File: config.mk
export PLATFORM = sky130hd
export DESIGN_NAME = parallel_pio_tx_ctrl
export DESIGN_NICKNAME = d
export VERILOG_FILES = /design/src/rtl/parallel_pio_pkg.sv /design/src/rtl/pio_word_fifo.sv /design/src/rtl/parallel_pio_tx_ctrl.sv
export SDC_FILE = /design/constraint.sdc
export NUM_CORES = 1
export LEC_CHECK = 0
export ABC_CLOCK_PERIOD_IN_PS = 4100
export BUFFER_PORTS_ARGS = -buffer_cell sky130_fd_sc_hd__buf_2
export CAP_MARGIN = 20
export CORE_MARGIN = 2
export CORE_UTILIZATION = 40
export DETAILED_ROUTE_END_ITERATION = 8
export GPL_ROUTABILITY_DRIVEN = 0
export HOLD_SLACK_MARGIN = 0.1
export PLACE_DENSITY = 0.59
export SKIP_LAST_GASP = 1
export SYNTH_ARGS = -nofsm -noshare
export SYNTH_HDL_FRONTEND = slang
export SYNTH_SLANG_ARGS = --single-unit
export TNS_END_PERCENT = 20
File: constraint.sdc
create_clock -name clk_clk -period 4.1 [get_ports clk_clk]
set_input_delay 0.205 -clock clk_clk [delete_from_list [all_inputs] [get_ports clk_clk]]
set_output_delay 0.205 -clock clk_clk [all_outputs]
set_load 0.005 [all_outputs]
File: src/rtl/parallel_pio_pkg.sv
// Shared types and widths for the FPGA->HPS PIO transmit controller.
// The PIO word is {phase toggle, 31-bit payload}.
package parallel_pio_pkg;

  localparam int unsigned PIO_W     = 32;
  localparam int unsigned PAYLOAD_W = 31;
  localparam int unsigned TOG_BIT   = 31;

  typedef enum logic [0:0] {
    StIdle,
    StWaitAck
  } pio_state_e;

  function automatic logic [PIO_W-1:0] pio_word(input logic                 tog,
                                                input logic [PAYLOAD_W-1:0] payload);
    return {tog, payload};
  endfunction

endpackage

File: src/rtl/pio_word_fifo.sv
// Show-ahead synchronous FIFO: rdata_o always shows the head word while not empty.
// The count is one bit wider than the pointers so full and empty are distinct.
module pio_word_fifo #(
  parameter int unsigned Depth = 8,
  parameter int unsigned Width = 31
) (
  input  logic                     clk_i,
  input  logic                     rst_ni,
  input  logic                     push_i,
  input  logic [Width-1:0]         wdata_i,
  input  logic                     pop_i,
  input  logic                     flush_i,
  output logic [Width-1:0]         rdata_o,
  output logic                     full_o,
  output logic                     empty_o,
  output logic [$clog2(Depth):0]   count_o
);

  localparam int unsigned AddrW = $clog2(Depth);

  logic [Width-1:0] mem_q [Depth];
  logic [AddrW-1:0] wr_ptr_q, wr_ptr_d;
  logic [AddrW-1:0] rd_ptr_q, rd_ptr_d;
  logic [AddrW:0]   count_q, count_d;
  logic             do_push, do_pop;

  assign full_o  = (count_q == (AddrW + 1)'(Depth));
  assign empty_o = (count_q == '0);
  assign count_o = count_q;
  assign rdata_o = mem_q[rd_ptr_q];

  assign do_push = push_i && !full_o;
  assign do_pop  = pop_i && !empty_o;

  always_comb begin
    wr_ptr_d = wr_ptr_q;
    rd_ptr_d = rd_ptr_q;
    count_d  = count_q;
    if (flush_i) begin
      wr_ptr_d = '0;
      rd_ptr_d = '0;
      count_d  = '0;
    end else begin
      // Depth is a power of two, so pointer overflow is the wrap.
      if (do_push) wr_ptr_d = wr_ptr_q + 1'b1;
      if (do_pop)  rd_ptr_d = rd_ptr_q + 1'b1;
      unique case ({do_push, do_pop})
        2'b10:   count_d = count_q + 1'b1;
        2'b01:   count_d = count_q - 1'b1;
        default: count_d = count_q;
      endcase
    end
  end

  always_ff @(posedge clk_i or negedge rst_ni) begin
    if (!rst_ni) begin
      wr_ptr_q <= '0;
      rd_ptr_q <= '0;
      count_q  <= '0;
    end else begin
      wr_ptr_q <= wr_ptr_d;
      rd_ptr_q <= rd_ptr_d;
      count_q  <= count_d;
    end
  end

  // Storage carries no reset; only pointer-qualified entries are ever read.
  always_ff @(posedge clk_i) begin
    if (do_push && !flush_i) mem_q[wr_ptr_q] <= wdata_i;
  end

endmodule

File: src/rtl/parallel_pio_tx_ctrl.sv
// FPGA->HPS PIO word sequencer using a two-phase toggle handshake on bit 31.
// Define PIO_TIMEOUT_EN to add the ack-wait timeout (timeout_err, FIFO flush, phase resync).
module parallel_pio_tx_ctrl
  import parallel_pio_pkg::*;
#(
  parameter int unsigned FIFO_DEPTH     = 8,
  parameter int unsigned SYNC_STAGES    = 2,
  parameter int unsigned TIMEOUT_CYCLES = 50_000_000
) (
  input  logic                          clk_clk,
  input  logic                          reset_reset_n,
  input  logic [PAYLOAD_W-1:0]          in_data,
  input  logic                          in_valid,
  output logic                          in_ready,
  output logic [PIO_W-1:0]              parallel_input_export,
  input  logic                          hps_valid_export,
  input  logic                          err_clr,
  output logic                          busy,
  output logic [$clog2(FIFO_DEPTH):0]   fifo_level,
  output logic                          proto_err,
  output logic                          timeout_err
);

  pio_state_e           state_q;
  logic                 phase_tog_q;
  logic [PIO_W-1:0]     export_q;
  logic                 proto_err_q;
  logic [SYNC_STAGES-1:0] sync_q;
  logic                 ack_s, ack_prev_q;

  logic                 fifo_full, fifo_empty, fifo_push;
  logic [PAYLOAD_W-1:0] fifo_rdata;
  logic                 load, ack_match, timeout_hit;

  assign ack_s = sync_q[SYNC_STAGES-1];

  always_ff @(posedge clk_clk or negedge reset_reset_n) begin
    if (!reset_reset_n) begin
      sync_q     <= '0;
      ack_prev_q <= 1'b0;
    end else begin
      sync_q     <= {sync_q[SYNC_STAGES-2:0], hps_valid_export};
      ack_prev_q <= ack_s;
    end
  end

  assign in_ready  = !fifo_full;
  assign fifo_push = in_valid && in_ready;

  pio_word_fifo #(
    .Depth (FIFO_DEPTH),
    .Width (PAYLOAD_W)
  ) u_fifo (
    .clk_i   (clk_clk),
    .rst_ni  (reset_reset_n),
    .push_i  (fifo_push),
    .wdata_i (in_data),
    .pop_i   (load),
    .flush_i (timeout_hit),
    .rdata_o (fifo_rdata),
    .full_o  (fifo_full),
    .empty_o (fifo_empty),
    .count_o (fifo_level)
  );

`ifdef PIO_TIMEOUT_EN
  localparam int unsigned CntW = (TIMEOUT_CYCLES > 1) ? $clog2(TIMEOUT_CYCLES) : 1;

  logic [CntW-1:0] wait_cnt_q;
  logic            timeout_err_q;
`else
  logic unused_timeout;
  assign unused_timeout = ^TIMEOUT_CYCLES;
`endif

  always_comb begin
    load        = (state_q == StIdle) && !fifo_empty;
    ack_match   = (state_q == StWaitAck) && (ack_s == phase_tog_q);
    timeout_hit = 1'b0;
`ifdef PIO_TIMEOUT_EN
    // An ack arriving on the final cycle still completes normally.
    timeout_hit = (state_q == StWaitAck) && !ack_match &&
                  (wait_cnt_q == CntW'(TIMEOUT_CYCLES - 1));
`endif
  end

  always_ff @(posedge clk_clk or negedge reset_reset_n) begin
    if (!reset_reset_n) begin
      state_q     <= StIdle;
      phase_tog_q <= 1'b0;
      export_q    <= '0;
      proto_err_q <= 1'b0;
    end else begin
      unique case (state_q)
        StIdle: begin
          if (load) begin
            export_q    <= pio_word(~phase_tog_q, fifo_rdata);
            phase_tog_q <= ~phase_tog_q;
            state_q     <= StWaitAck;
          end
        end
        StWaitAck: begin
          if (ack_match) begin
            state_q <= StIdle;
          end else if (timeout_hit) begin
            // Adopt the HPS's current level so the next word is a fresh phase.
            phase_tog_q <= ack_s;
            state_q     <= StIdle;
          end
        end
        default: state_q <= StIdle;
      endcase

      if (err_clr) begin
        proto_err_q <= 1'b0;
      end else if ((state_q == StIdle) && (ack_s != ack_prev_q)) begin
        proto_err_q <= 1'b1;
      end
    end
  end

`ifdef PIO_TIMEOUT_EN
  always_ff @(posedge clk_clk or negedge reset_reset_n) begin
    if (!reset_reset_n) begin
      wait_cnt_q    <= '0;
      timeout_err_q <= 1'b0;
    end else begin
      if (load) begin
        wait_cnt_q <= '0;
      end else if (state_q == StWaitAck) begin
        wait_cnt_q <= wait_cnt_q + 1'b1;
      end

      if (err_clr) begin
        timeout_err_q <= 1'b0;
      end else if (timeout_hit) begin
        timeout_err_q <= 1'b1;
      end
    end
  end

  assign timeout_err = timeout_err_q;
`else
  assign timeout_err = 1'b0;
`endif

  assign parallel_input_export = export_q;
  assign proto_err             = proto_err_q;
  assign busy                  = (state_q == StWaitAck) || !fifo_empty;

endmodule

==> impl_metrics.env <==
export IMPL_status="completed"
export IMPL_layout_setup_ws_ns=1.62
export IMPL_worst_path_max_delay_cell="dfrtp_1"
export IMPL_fin_crit_sh_pct=60.5
export IMPL_setup_tns_ns=0
export IMPL_cap_violations=0
export IMPL_drc=0
export IMPL_cts_resized=0
export IMPL_core_um2=27900
export IMPL_start_util_pct=40.9
export IMPL_dp_slack_ns=1.59
export IMPL_r2r_setup_slack_ns=1.62
export IMPL_grt_usage_pct=15.1
export IMPL_fillers=2371
export IMPL_r2r_end="u_fifo.count_o[2]"
export IMPL_grtUsageMet1_pct=20.1
export IMPL_intPower_mw=6.83
export IMPL_cpPeakStageDelay_ns=0.47
export IMPL_placed_cells=1100
export IMPL_finalHoldViolCount=0
export IMPL_critical_path_class="reg -> reg"
export IMPL_drtAntennaViolNets=0
export IMPL_cts_max_path_buffers=3
export IMPL_cts_sinks=295
export IMPL_cp_top_family="simple AND/OR/NAND/NOR gates"
export IMPL_die_x_um=173
export IMPL_power_density_nw_per_um2=720
export IMPL_start_kind="flop"
export IMPL_cpMostUsedCell="xor2_1"
export IMPL_leakage_nw=5.22
export IMPL_drive_gt1_share_pct=20.3
export IMPL_avgRoutedWirePerCell_um=19.0
export IMPL_grt_max_degree=48
export IMPL_grt_met3_usage_pct=2.22
export IMPL_power_switching_mw=3.08
export IMPL_drt_total_wl_um=22800
export IMPL_p_clk_share_pct=29.1
export IMPL_synth_cells=674
export IMPL_post_cts_setup_buffers=0
export IMPL_rsz0062_at_grt="no"
export IMPL_avgSynthCellArea_um2=17.0
export IMPL_grt_busiest_layer="met2"
export IMPL_finalSetupViolCount=0
export IMPL_n_antenna_cell=0
export IMPL_drv_slew=0
export IMPL_swShare_pct=31.1
export IMPL_grt_ovfl_total=0
export IMPL_die_area_um2=29900
export IMPL_die_h_um=173
export IMPL_max_slew_margin_pct=44.6
export IMPL_hold_class="in -> async"
export IMPL_arrival_ns=2.90
export IMPL_io_pins=76
export IMPL_ys_types=35
export IMPL_ctsHoldBuffers=35
export IMPL_worst_pin_slew_ns=0.831
export IMPL_cp_required_ns=4.52
export IMPL_cts_tree="done"
export IMPL_dr_total_vias=6010
export IMPL_r2r_cells=10
export IMPL_portBuffers=74
export IMPL_path_cells="nor4_1, or2_2, inv_6, ha_1, xor2_1, ha_1, a21oi_1, xor2_1, nor2_1, xor2_1"
export IMPL_synth_fp_nets=715
export IMPL_viasPerCell=5.02
export IMPL_cp_end_kind="flop"
export IMPL_fmax_mhz=403
export IMPL_worstSkewPairLatency_ns=0.55
export IMPL_synthArstFlopShare_pct=15.9
export IMPL_yosysWarnings=0
export IMPL_period_minus_slack_ns=2.48
export IMPL_ys_seq_elements=295
export IMPL_seqPwrFrac_pct=42.8
export IMPL_clk_pin_slew_worst_paths_ns=0.06
export IMPL_dp_hpwl_um=12400
export IMPL_stdcell_count=1197
export IMPL_fp_row_count=61
export IMPL_power_mw=9.91
export IMPL_numCtsBuffers=30
export IMPL_path_max_fanout=35
export IMPL_netlist_area_um2=11400
export IMPL_skew_ns=0.0153
export IMPL_area_growth_pct=20.4
export IMPL_firstDrtPassIters=5
export IMPL_antenna_found_initial=0
export IMPL_synth_edf_count=248
export IMPL_synth_main_ff_cell="edfxtp_1"
export IMPL_crit_buf_inv=1
export IMPL_htreeDepth=1
export IMPL_grt_pass1_wl_um=35300
export IMPL_grt_pass1_vias=6296
export IMPL_seq_area_frac_synth_pct=75.5
export IMPL_drt_iter0_markers=427
export IMPL_nets=836
export IMPL_grt_use_met2_pct=25.9
export IMPL_vdd_ir_drop_max_mv=0.382
export IMPL_r2r_start="u_fifo.count_o[1]"
export IMPL_cts_root_buf="clkbuf_16"
export IMPL_p_comb_share_pct=28.1
[worst max-delay path by stage]
stage / slack, ns / from / endpoint / depth (start not counted)
floorplan: 0.55 / u_fifo.count_o[3] / u_fifo.mem_q[0][0] / 4
global placement: 1.68 / u_fifo.count_o[1] / u_fifo.count_o[2] / 10
detailed placement: 1.59 / u_fifo.count_o[0] / u_fifo.count_o[2] / 10
CTS: 1.58 / u_fifo.count_o[0] / u_fifo.count_o[2] / 10
global route: 1.42 / u_fifo.count_o[0] / u_fifo.count_o[2] / 10
finish: 1.62 / u_fifo.count_o[1] / u_fifo.count_o[2] / 10
[cell usage after synthesis (2+ instances only)]
library cell / n / area share (%)
a21oi_1: 2 / 0.088
a22oi_1: 62 / 4.1
buf_2: 6 / 0.26
buf_4: 8 / 0.53
buf_6: 9 / 0.89
clkbuf_1: 13 / 0.43
dfrtp_1: 47 / 10
edfxtp_1: 248 / 65
ha_1: 5 / 0.55
mux2i_1: 124 / 11
nand2_1: 72 / 2.4
nand2b_1: 3 / 0.16
nand3_1: 28 / 1.2
nand3_2: 5 / 0.44
nor2_1: 11 / 0.36
nor2b_1: 2 / 0.11
nor3_1: 2 / 0.088
xnor2_1: 7 / 0.54
xor2_1: 4 / 0.31
[kinds of logic (layout without fill, tap and decap cells)]
family	Yosys count	in the layout	share of synthesized area, %
multiplexers	126	126	11.1
XOR/XNOR	11	11	0.843
AO/OA/AOI/OAI	66	66	4.26
buffers and inverters	38	183	2.31
flip-flops	295	295	75.5
AND/OR/NAND/NOR	132	132	5.43
other	1	1	0.0328
adder cells (fa/ha/maj)	5	5	0.548
[layout make-up]
class | instances | area (um^2) | share of cell area [%]
clock buffer | 40 | 870 | 6.32
clock inverter | 16 | 209 | 1.52
inverter | 1 | 8.76 | 0.0637
multi-input combinational | 341 | 2600 | 18.9
sequential | 295 | 8630 | 62.7
tap | 378 | 473 | 3.44
timing repair buffer | 126 | 966 | 7.02
[cells in the final DEF (no fill, tap or decap), drive strengths merged, types with 3 or more instances in the layout]
| master | synthesis | routed |
|---|---|---|
| dfrtp | 47 | 47 |
| nor2 | 11 | 11 |
| edfxtp | 248 | 248 |
| nand2 | 73 | 73 |
| xnor2 | 7 | 7 |
| bufinv | 0 | 5 |
| buf | 24 | 91 |
| nand3 | 33 | 33 |
| a22oi | 62 | 62 |
| clkinv | 0 | 10 |
| nand2b | 3 | 3 |
| ha | 5 | 5 |
| xor2 | 4 | 4 |
| dlygate4sd3 | 0 | 35 |
| mux2i | 124 | 124 |
| clkbuf | 13 | 40 |
[power groups by stage]
stage / logic, mW / registers (mW) / clock network (mW)
finish: 2.78 / 4.24 / 2.89
global route: 3.10 / 4.31 / 3.07
CTS: 2.78 / 4.25 / 2.94
detailed placement: 2.74 / 4.31 / 0
global placement: 2.68 / 4.27 / 0
floorplan: 2.05 / 4.16 / 0
[per-stage QoR]
| stage | area (um^2) | hold slack [ns] | utilization, % |
|---|---|---|---|
| 2_1_floorplan | 11400 | -0.0906 | - |
| 3_3_place_gp | 12200 | 0.318 | 43.6 |
| 3_5_place_dp | 12200 | 0.320 | 43.6 |
| 4_1_cts | 13600 | 0.306 | 48.7 |
| 5_1_grt | 13800 | 0.321 | 49.2 |
| 6_report | 13800 | 0.325 | 49.2 |
[flip-flops by register name, indices dropped and copies added (netlist names)]
register,cells
u_fifo.mem_q,248
u_fifo.rd_ptr_q,3
sync_q,2
u_fifo.count_o,4
u_fifo.wr_ptr_q,3
proto_err,1
state_q,1
ack_prev_q,1
parallel_input_export,31
phase_tog_q,1
[layer usage]
metal | up-vias | wire [um] | part of all wire, %
met5 | - | 0 | 0
met4 | 0 | 449 | 2.0
met3 | 36 | 878 | 3.9
met2 | 114 | 11300 | 49
met1 | 3043 | 10200 | 45
li1 | 2817 | - | -
[worst register-to-register path, cell delays in order (launching register included)]
cell,delay (ns)
dfrtp_1,0.47
nor4_1,0.34
or2_2,0.22
inv_6,0.14
ha_1,0.32
xor2_1,0.17
ha_1,0.18
a21oi_1,0.15
xor2_1,0.16
nor2_1,0.06
xor2_1,0.14
Power figures use the tool's default switching activity.
